### src/rtl/aixh_mxc_left_seq_pkg.sv
// Shared types for the MxConv left-column sequencer.
package AIXH_MXC_pkg;

   // Widest loop field the sequencer supports. Narrower command fields are
   // zero-extended to this width, which leaves the '==' loop compares unchanged.
   localparam int MXC_LSEQ_CNT_MAX_W = 16;

   typedef enum logic [2:0] {
      LSEQ_IDLE   = 3'd0,
      LSEQ_FILL   = 3'd1,
      LSEQ_STREAM = 3'd2,
      LSEQ_DRAIN  = 3'd3,
      LSEQ_DONE   = 3'd4
   } mxc_lseq_state_t;

   typedef struct packed {
      logic [MXC_LSEQ_CNT_MAX_W-1:0] icnt;
      logic [MXC_LSEQ_CNT_MAX_W-1:0] ocnt;
      logic [MXC_LSEQ_CNT_MAX_W-1:0] len;
      logic [1:0]                    rmode;
   } mxc_lseq_cmd_t;

endpackage

### src/rtl/aixh_mxc_left_seq_cnt.sv
// Nested row / input-group / output-group counter for the left sequencer.
// Row wraps to zero on its last value; a group step moves ic, then oc.
module aixh_mxc_left_seq_cnt
   import AIXH_MXC_pkg::*;
#(
   parameter int CNT_W = MXC_LSEQ_CNT_MAX_W
) (
   input  logic             i_clk,
   input  logic             i_rstn,
   input  logic             i_clr,
   input  logic             i_adv,
   input  logic             i_step,
   input  logic [CNT_W-1:0] i_icnt,
   input  logic [CNT_W-1:0] i_ocnt,
   input  logic [CNT_W-1:0] i_len,
   output logic             o_first_row,
   output logic             o_last_row,
   output logic             o_last_ic,
   output logic             o_last_oc
);

   logic [CNT_W-1:0] r_row;
   logic [CNT_W-1:0] r_ic;
   logic [CNT_W-1:0] r_oc;

   assign o_first_row = (r_row == '0);
   assign o_last_row  = (r_row == i_len);
   assign o_last_ic   = (r_ic  == i_icnt);
   assign o_last_oc   = (r_oc  == i_ocnt);

   // Row advances per issued enable; the group step applies on the last read.
   always_ff @(posedge i_clk or negedge i_rstn) begin
      if (!i_rstn) begin
         r_row <= '0;
         r_ic  <= '0;
         r_oc  <= '0;
      end else if (i_clr) begin
         r_row <= '0;
         r_ic  <= '0;
         r_oc  <= '0;
      end else begin
         if (i_adv) begin
            r_row <= o_last_row ? '0 : r_row + CNT_W'(1);
         end
         if (i_step) begin
            if (!o_last_ic) begin
               r_ic <= r_ic + CNT_W'(1);
            end else begin
               r_ic <= '0;
               if (!o_last_oc) begin
                  r_oc <= r_oc + CNT_W'(1);
               end
            end
         end
      end
   end

endmodule

### src/rtl/aixh_mxc_left_seq.sv
// MxConv left-column sequencer: expands one layer-pass command into the
// FILL (queue write) / STREAM (queue read) control stream for every
// output-group x input-group, then drains and signals completion.
// Every output is registered from the cycle's decision, so an input sampled
// in cycle c shows up on the enables in cycle c+1.
module aixh_mxc_left_seq
   import AIXH_MXC_pkg::*;
#(
   parameter int CNT_W     = 12,
   parameter int DRAIN_LAT = 8
) (
   input  logic             aixh_core_clk,
   input  logic             aixh_core_rstn,
   input  logic             i_cmd_vld,
   output logic             o_cmd_rdy,
   input  logic [CNT_W-1:0] i_cmd_icnt,
   input  logic [CNT_W-1:0] i_cmd_ocnt,
   input  logic [CNT_W-1:0] i_cmd_len,
   input  logic [1:0]       i_cmd_rmode,
   input  logic             i_ltc_vld,
   input  logic             i_stall,
   output logic             o_dwd_wenable,
   output logic             o_dwd_renable,
   output logic [1:0]       o_dwd_rmode,
   output logic             o_dwd_icsync,
   output logic             o_dwd_ocsync,
   output logic             o_busy,
   output logic             o_done
);

   mxc_lseq_state_t r_state, w_nxt;
   mxc_lseq_cmd_t   r_cmd;
   logic [7:0]      r_drn;

   logic w_acc, w_clr, w_adv, w_step;
   logic w_wen, w_ren, w_ics, w_ocs;
   logic w_first_row, w_last_row, w_last_ic, w_last_oc;

   logic r_rdy, r_wen, r_ren, r_ics, r_ocs, r_busy, r_done;

   assign w_acc = i_cmd_vld & r_rdy;

   aixh_mxc_left_seq_cnt #(
      .CNT_W (MXC_LSEQ_CNT_MAX_W)
   ) u_cnt (
      .i_clk       (aixh_core_clk),
      .i_rstn      (aixh_core_rstn),
      .i_clr       (w_clr),
      .i_adv       (w_adv),
      .i_step      (w_step),
      .i_icnt      (r_cmd.icnt),
      .i_ocnt      (r_cmd.ocnt),
      .i_len       (r_cmd.len),
      .o_first_row (w_first_row),
      .o_last_row  (w_last_row),
      .o_last_ic   (w_last_ic),
      .o_last_oc   (w_last_oc)
   );

   // State register.
   always_ff @(posedge aixh_core_clk or negedge aixh_core_rstn) begin
      if (!aixh_core_rstn) r_state <= LSEQ_IDLE;
      else                 r_state <= w_nxt;
   end

   // Next state, counter control and the enables to be registered.
   always_comb begin
      w_nxt  = r_state;
      w_clr  = 1'b0;
      w_adv  = 1'b0;
      w_step = 1'b0;
      w_wen  = 1'b0;
      w_ren  = 1'b0;
      w_ics  = 1'b0;
      w_ocs  = 1'b0;
      case (r_state)
         LSEQ_IDLE: begin
            if (w_acc) begin
               w_clr = 1'b1;
               w_nxt = LSEQ_FILL;
            end
         end
         LSEQ_FILL: begin
            if (i_ltc_vld) begin
               w_wen = 1'b1;
               w_adv = 1'b1;
               if (w_last_row) w_nxt = LSEQ_STREAM;
            end
         end
         LSEQ_STREAM: begin
            if (!i_stall) begin
               w_ren = 1'b1;
               w_adv = 1'b1;
               w_ics = w_first_row;
               w_ocs = w_last_row & w_last_ic;
               if (w_last_row) begin
                  w_step = 1'b1;
                  w_nxt  = (w_last_ic && w_last_oc) ? LSEQ_DRAIN : LSEQ_FILL;
               end
            end
         end
         LSEQ_DRAIN: begin
            if (r_drn == 8'(DRAIN_LAT)) w_nxt = LSEQ_DONE;
         end
         LSEQ_DONE: begin
            w_nxt = LSEQ_IDLE;
         end
         default: begin
            w_nxt = LSEQ_IDLE;
         end
      endcase
   end

   // Command latch; rmode is held on the output until the next acceptance.
   always_ff @(posedge aixh_core_clk or negedge aixh_core_rstn) begin
      if (!aixh_core_rstn) begin
         r_cmd <= '0;
      end else if (w_acc) begin
         r_cmd.icnt  <= MXC_LSEQ_CNT_MAX_W'(i_cmd_icnt);
         r_cmd.ocnt  <= MXC_LSEQ_CNT_MAX_W'(i_cmd_ocnt);
         r_cmd.len   <= MXC_LSEQ_CNT_MAX_W'(i_cmd_len);
         r_cmd.rmode <= i_cmd_rmode;
      end
   end

   // Drain timer: counts from 0 on DRAIN entry, so DONE follows after
   // DRAIN_LAT+1 DRAIN cycles and o_done lands DRAIN_LAT+1 after the last read.
   always_ff @(posedge aixh_core_clk or negedge aixh_core_rstn) begin
      if (!aixh_core_rstn)               r_drn <= '0;
      else if (r_state == LSEQ_DRAIN)    r_drn <= r_drn + 8'd1;
      else                               r_drn <= '0;
   end

   // Output flops; status outputs follow the next state so they line up with it.
   always_ff @(posedge aixh_core_clk or negedge aixh_core_rstn) begin
      if (!aixh_core_rstn) begin
         r_rdy  <= 1'b1;
         r_wen  <= 1'b0;
         r_ren  <= 1'b0;
         r_ics  <= 1'b0;
         r_ocs  <= 1'b0;
         r_busy <= 1'b0;
         r_done <= 1'b0;
      end else begin
         r_rdy  <= (w_nxt == LSEQ_IDLE);
         r_wen  <= w_wen;
         r_ren  <= w_ren;
         r_ics  <= w_ics;
         r_ocs  <= w_ocs;
         r_busy <= (w_nxt != LSEQ_IDLE);
         r_done <= (w_nxt == LSEQ_DONE);
      end
   end

   assign o_cmd_rdy     = r_rdy;
   assign o_dwd_wenable = r_wen;
   assign o_dwd_renable = r_ren;
   assign o_dwd_rmode   = r_cmd.rmode;
   assign o_dwd_icsync  = r_ics;
   assign o_dwd_ocsync  = r_ocs;
   assign o_busy        = r_busy;
   assign o_done        = r_done;

endmodule

### config.mk
export PLATFORM = sky130hd
export DESIGN_NAME = aixh_mxc_left_seq
export DESIGN_NICKNAME = d
export VERILOG_FILES = /design/src/rtl/aixh_mxc_left_seq_pkg.sv /design/src/rtl/aixh_mxc_left_seq_cnt.sv /design/src/rtl/aixh_mxc_left_seq.sv
export SDC_FILE = /design/constraint.sdc
export NUM_CORES = 1
export LEC_CHECK = 0
export CORE_ASPECT_RATIO = 1.5
export CORE_MARGIN = 2
export CORE_UTILIZATION = 50
export DETAILED_ROUTE_END_ITERATION = 8
export PLACE_DENSITY = 0.82
export SYNTH_ARGS = -nofsm -noshare
export SYNTH_HDL_FRONTEND = slang
export SYNTH_SLANG_ARGS = --single-unit
### constraint.sdc
create_clock -name aixh_core_clk -period 2.4 [get_ports aixh_core_clk]
set_input_delay 0.24 -clock aixh_core_clk [delete_from_list [all_inputs] [get_ports aixh_core_clk]]
set_output_delay 0.24 -clock aixh_core_clk [all_outputs]
set_load 0.02 [all_outputs]
## After elaboration in Yosys (flattened, before gate mapping)

Cells that the tools add are included.

| cells by class | value |
|---|---|
| add/sub/neg operators | 4 |
| equality and inequality tests | 9 |
| muxes and demuxes | 33 |
| bitwise gates (word level) | 2 |
| reduce and logical (&&, ||, !) cells | 9 |

Operators by type and width:

| operator | number |
|---|---|
| 16-bit two-way mux | 10 |
| 16-bit by 1-bit adder with 16-bit output, second input constant | 3 |
| 16-bit by 12-bit == test with 1-bit output | 3 |
| 3-bit two-way mux | 6 |
| 16-bit zero test | 1 |
| 1-bit two-way mux | 13 |
| 3-bit one-hot mux with 4 select lines | 1 |
| 8-bit by 1-bit adder with 8-bit output, second input constant | 1 |
| 8-bit by 4-bit == test with 1-bit output, second input constant | 1 |
| 8-bit two-way mux | 1 |
| 3-bit by 2-bit == test with 1-bit output, second input constant | 2 |
| 3-bit zero test | 2 |
| 2-bit nonzero test | 3 |
| 3-bit by 1-bit == test with 1-bit output, second input constant | 1 |
| 3-bit == test, second input constant | 1 |
| 3-bit AND reduction | 1 |
| 3-bit nonzero test | 1 |
| 1-bit AND | 2 |
| 2-bit two-way mux | 1 |
| 2-bit by 1-bit inequality test with 1-bit output, second input constant | 1 |
| 1-bit one-hot mux with 2 select lines | 1 |
| 1-bit logical AND | 1 |

| word-level totals | value |
|---|---|
| register bits | 104 |
| input port bits | 43 |
| output and inout bits | 9 |
| logic and storage cells | 73 |

## Depth between registers and ports, before layout

| logic depth | value |
|---|---|
| depth after elaboration | 7 |
| mapped depth | 10 |
| gate-level depth less buffers | 7 |

## Hierarchy

From an unflattened synthesis, not the netlist that was laid out.

| unflattened totals | value |
|---|---|
| cells, all modules | 494 |
| area total of the unflattened synthesis | 5281.3 µm² |

Modules (own cells, without submodules):

| module | times used | cells each | area an instance (µm²) | seq. area each (µm²) |
|---|---|---|---|---|
| aixh_mxc_left_seq_cnt | 1 | 339 | 3064.2 | 1201.2 |
| aixh_mxc_left_seq | 1 | 155 | 2217.1 | 1402.6 |

## Least setup slack after synthesis

No wires, ideal clock.

| timing path | value |
|---|---|
| kind | register -> register |
| start | register r_rdy, in the netlist o_cmd_rdy |
| end | register u_cnt.r_row[11] |
| library setup time | 0.078 ns |
| arrival time | 2.221 ns |
| data required time | 2.322 ns |
| setup slack | 0.101 ns |
| stages on the path, launching flop included | 8 |
| buffers on the path | 1 |
| period minus slack after synthesis | 2.299 ns |
| path through | dfstp_2 > and3b_1 > nor3_1 > a211o_1 > or4_1 > buf_2 > or3_1 > a21oi_1 |

| on the way | value |
|---|---|
| word-level cells in the longest chain between the ends | 4 |
| elaborated cells between the ends (all ways) | 5 |
| classes of those cells | 3 x mux; 1 x bitwise; 1 x reduce/logical |

Ends and longest elaborated chain:

| element | line | RTL |
|---|---|---|
| from (decl) | aixh_mxc_left_seq.sv:39 | `logic r_rdy, r_wen, r_ren, r_ics, r_ocs, r_busy, r_done;` |
| from (signal assigned) | aixh_mxc_left_seq.sv:145 | `r_rdy <= (w_nxt == LSEQ_IDLE);` |
| 1-bit AND (*) | aixh_mxc_left_seq.sv:41 | `assign w_acc = i_cmd_vld & r_rdy;` |
| 1-bit two-way mux (*) | aixh_mxc_left_seq.sv:78 | `if (w_acc) begin` |
| 1-bit two-way mux (*) | aixh_mxc_left_seq.sv:76 | `case (r_state)` |
| 16-bit two-way mux or 2-bit nonzero test (tied branches) | -- |  |
| to (signal assigned) | aixh_mxc_left_seq_cnt.sv:43 | `r_row <= o_last_row ? '0 : r_row + CNT_W'(1);` |
| to (decl) | aixh_mxc_left_seq_cnt.sv:22 | `logic [CNT_W-1:0] r_row;` |

Mark *: on every way between the ends. The rest lies on a longest branch, timed or not.
A chain may end at the register's enable or synchronous reset.

## Worst setup path after layout

| timing path | value |
|---|---|
| start | register u_cnt.r_row[12] |
| end | register u_cnt.r_oc[12] |

| on the way | value |
|---|---|
| word-level cells in the longest chain between the ends | 6 |

Ends and longest elaborated chain:

| element | line | RTL |
|---|---|---|
| 16-bit by 12-bit == test with 1-bit output | aixh_mxc_left_seq_cnt.sv:27 | `assign o_last_row = (r_row == i_len);` |
| 1-bit two-way mux | aixh_mxc_left_seq.sv:96 | `if (w_last_row) begin` |
| 1-bit two-way mux | aixh_mxc_left_seq.sv:91 | `if (!i_stall) begin` |
| 1-bit two-way mux | aixh_mxc_left_seq.sv:76 |  |
| 2-bit nonzero test (no line) | -- |  |
| 3-bit AND reduction (no line) | -- |  |
| to (signal assigned) | aixh_mxc_left_seq_cnt.sv:51 | `r_oc <= r_oc + CNT_W'(1);` |
| to (decl) | aixh_mxc_left_seq_cnt.sv:24 | `logic [CNT_W-1:0] r_oc;` |

No other way between the ends.

==> results.tsv <==
stage	metric	value	unit
status	status	finished clean	
logic_synthesis	top cells by area, synth	dfrtp_1 49%, mux2_2 8.4%, xor2_1 5.0%	
detailed_routing	WL final	12000	µm
clock_tree	CTS max path bufs	2	
layout	n_diodes	0	
clock_tree	CTS tree	built	
clock_tree	clk root buf	clkbuf_16	
layout	commonest non-fill, non-tap cells in the layout	102 x dfrtp_1, 50 x clkdlybuf4s50_1, 45 x nand2_1, 39 x mux2_2, 34 x buf_4	
detailed_routing	routed wl met3	505	µm
power	P per Cell Area	831	mW/mm²
power	peak supply drop	0.527	mV
logic_synthesis	post-synth net total	564	
detailed_routing	drt pass-1 iters	5	
worst_setup_path	Worst Path Max Fanout	7	
clock_tree	Clk Latency, worst-skew pair	360	ps
worst_setup_path	max incr delay on CP	560	ps
layout	layout cell share with drive strength beyond 1	0.181	
logic_synthesis	register area share after synthesis	0.496	
die	core area	0.0102	mm²
power	Gate power share	0.264	
worst_setup_path	worst path bufs/invs	1	
power	Sw Share	0.306	
worst_setup_path	worst-path cell chain	or4_4 > nor4_4 > and4_4 > nand4_4 > buf_4 > or3_1 > a21oi_2	
worst_setup_path	Data arrival, critical path	2660	ps
worst_setup_path	Crit path required time	2680	ps
place	cell count after placement	719	
power	sw power	0.00165	W
timing	Setup Skew	8.01	ps
worst_setup_path	Max stage delay cell, worst path	or4_4	
detailed_routing	Via density	5.75	
detailed_routing	drt wl/cell	16.3	µm
detailed_routing	post-route ant nets	0	
layout	multi-input logic area	0.00254	mm²
worst_setup_path	delay-heaviest family, CP	simple AND/OR/NAND/NOR gates	
clock_tree	Num CTS Buffers	9	
layout	Fillers	771	
detailed_routing	highest routed layer	met4	
timing	normalized max-slew margin	0.508	
die	I/O pins	52	
layout	final cell count without fillers	737	
die	DIE HEIGHT	130	µm
timing	Final Hold Violating Endpoints	0	
power	Int Power	0.00375	W
layout	Reg area	0.00261	mm²
timing	final setup violating endpoints	0	
global_routing	largest net degree at the start of global routing	105	
global_routing	initial antenna violation count	0	
logic_synthesis	Cells after Synth	515	
clock_tree	Reg clk slew, reported paths	70	ps
logic_synthesis	synthesized area per cell	10.2	µm²
place	gp weighted congestion	0.937	
worst_setup_path	Worst setup EP type	flip-flop	
logic_synthesis	Yosys top cell by area	dfrtp_1	
run	max-cap violation count	0	
layout	# nets final	640	
detailed_routing	Met1 Wirelength	4680	µm
detailed_routing	Vias	4240	
timing	minimum clock period after layout	2370	ps
place	DP HPWL	8410	µm
logic_synthesis	Netlist Area Pre-Place	0.00525	mm²
worst_setup_path	critical path class	reg -> reg	
layout	synth-to-layout area growth	23.8	%
power	clock group share of total power	0.272	
logic_synthesis	Synth warnings	0	
die	row cnt	45	
global_routing	vias in the first global route	4347	
global_routing	first-pass GRT wire length	19900	µm
global_routing	GR Util All Layers	0.227	
die	Initial Utilization	0.515	
detailed_routing	met2 wire length	6450	µm
timing	Final Cycle Share	0.988	
min_path	Worst Hold Class	in -> async	
layout	Final Util	0.638	
die	die area	0.0114	mm²
power	Tot Pwr	0.00540	W
power	Lkg Pwr	2.75	nW
worst_setup_path	Critical Path Start Type	flip-flop	
timing	Slew @ Worst Pin	731	ps
timing	Final Max Tran Viols	0	
logic_synthesis	flops & latches, synth	104	
detailed_routing	drc violations	0	
logic_synthesis	Yosys top cell area share	0.491	
power	Sequential Power Share	0.464	
global_routing	GR Overflow Total	0	
layout	commonest non-fill, non-tap cell in the layout	dfrtp_1	
logic_synthesis	Cell variety after synth	46	
die	width of the die	87.7	µm
detailed_routing	initial DRC count	369	
clock_tree	H-tree Lvls	3	
timing	RSZ-0062 raised after global routing	true	
clock_tree	clk sinks	104	
timing	fmax	422	MHz
place	number of port buffers	51	
==> state kept, by name, indices dropped and copies added (netlist names) <==
signal	flops
o_busy	1
o_cmd_rdy	1
o_done	1
o_dwd_icsync	1
o_dwd_ocsync	1
o_dwd_renable	1
o_dwd_rmode	2
o_dwd_wenable	1
r_cmd	36
r_drn	8
r_state	3
u_cnt.r_ic	16
u_cnt.r_oc	16
u_cnt.r_row	16
==> cell type report <==
class	instances	area share
Sequential cell	104	0.401
Multi-Input combinational cell	374	0.391
Timing Repair Buffer	88	0.127
Clock buffer	9	0.0346
Tap cell	141	0.0271
Clock inverter	7	0.0110
Inverter	14	0.00808
==> power groups by stage <==
stage / logic (W) / clock network [W] / registers, W
6_report: 0.00143 / 0.00147 / 0.00251
3_5_place_dp: 0.00134 / 0 / 0.00253
2_1_floorplan: 0.000935 / 0 / 0.00244
3_3_place_gp: 0.00130 / 0 / 0.00251
4_1_cts: 0.00140 / 0.00149 / 0.00251
5_1_grt: 0.00156 / 0.00157 / 0.00256
==> through the flow <==
| step | instance area, µm² | setup WS, ps | setup TNS, ps | hold slack [ps] |
|---|---|---|---|---|
| 6_report | 6500 | 28.7 | 0 | 466 |
| 5_1_grt | 6500 | -38.2 | -116 | 492 |
| 4_1_cts | 6440 | 30.1 | 0 | 477 |
| 3_5_place_dp | 6110 | -94.1 | -624 | 350 |
| 3_3_place_gp | 6110 | 7.52 | 0 | 343 |
| 2_1_floorplan | 5250 | 101 | 0 | -55.6 |
==> cell families after synthesis <==
family | Yosys count | share of synthesized area
multiplexers | 42 | 0.0894
XOR/XNOR | 43 | 0.0717
AND/OR/NAND/NOR | 191 | 0.195
adder cells (fa/ha/maj) | 6 | 0.0143
AO/OA/AOI/OAI | 92 | 0.0996
flip-flops | 104 | 0.496
buffers and inverters | 37 | 0.0336
==> path summary, 6_finish.rpt <==
kind | startpoint | end | slack, ps | cells after the start
max | u_cnt.r_row[12] | u_cnt.r_oc[12] | 30 | 7
min | aixh_core_rstn | r_cmd[36] | 470 | 3
max reg2reg | u_cnt.r_row[12] | u_cnt.r_oc[12] | 30 | 7
min reg2reg | u_cnt.r_oc[15] | u_cnt.r_oc[15] | 480 | 1
max in group asynchronous | aixh_core_rstn | r_state[1] | 1460 | 3
min in group aixh_core_clk | u_cnt.r_oc[15] | u_cnt.r_oc[15] | 480 | 1
==> worst min-delay path, delay by kind of cell <==
kind / cells / cell delay, ps
buf+inv: 3 / 1020
==> Yosys cell counts (all sizes together) <==
cell type  number
nor2b           3
xnor2          13
and3           18
nor3b           2
nor4b           2
inv            14
nand4          11
and3b           1
dfstp           1
clkbuf         13
o31ai           6
o2bb2ai         1
or4             7
a21o            6
mux2i           3
dfrtp         103
nor4           10
o22ai           4
nand2b          2
mux2           39
nand3          28
buf            10
a31oi           2
o41ai           1
a2bb2oi         1
ha              6
a211oi          1
a211o           1
and2            5
nor2           24
nand2          45
or3            14
nor3           15
a22o            2
and4            3
xor2           30
o21ai          40
a21oi          27
or2             1
==> per-layer routing <==
layer  vias to the layer above  GRT usage
li1                       1994          -
met1                      2075      0.267
met2                       138      0.392
met3                        33     0.0522
met4                         0      0.101
met5                         -          0
==> what timing repair did <==
item | CTS | global route
setup buffers | 0 | 1
gates cloned | 0 | 0
setup endpoints to repair | 13 | 18
pin swaps | 1 | 4
gates resized for setup | 5 | 11
hold buffers | 1 | 0
hold endpoints to repair | 103 | 0
Power figures use the tool's default switching activity.
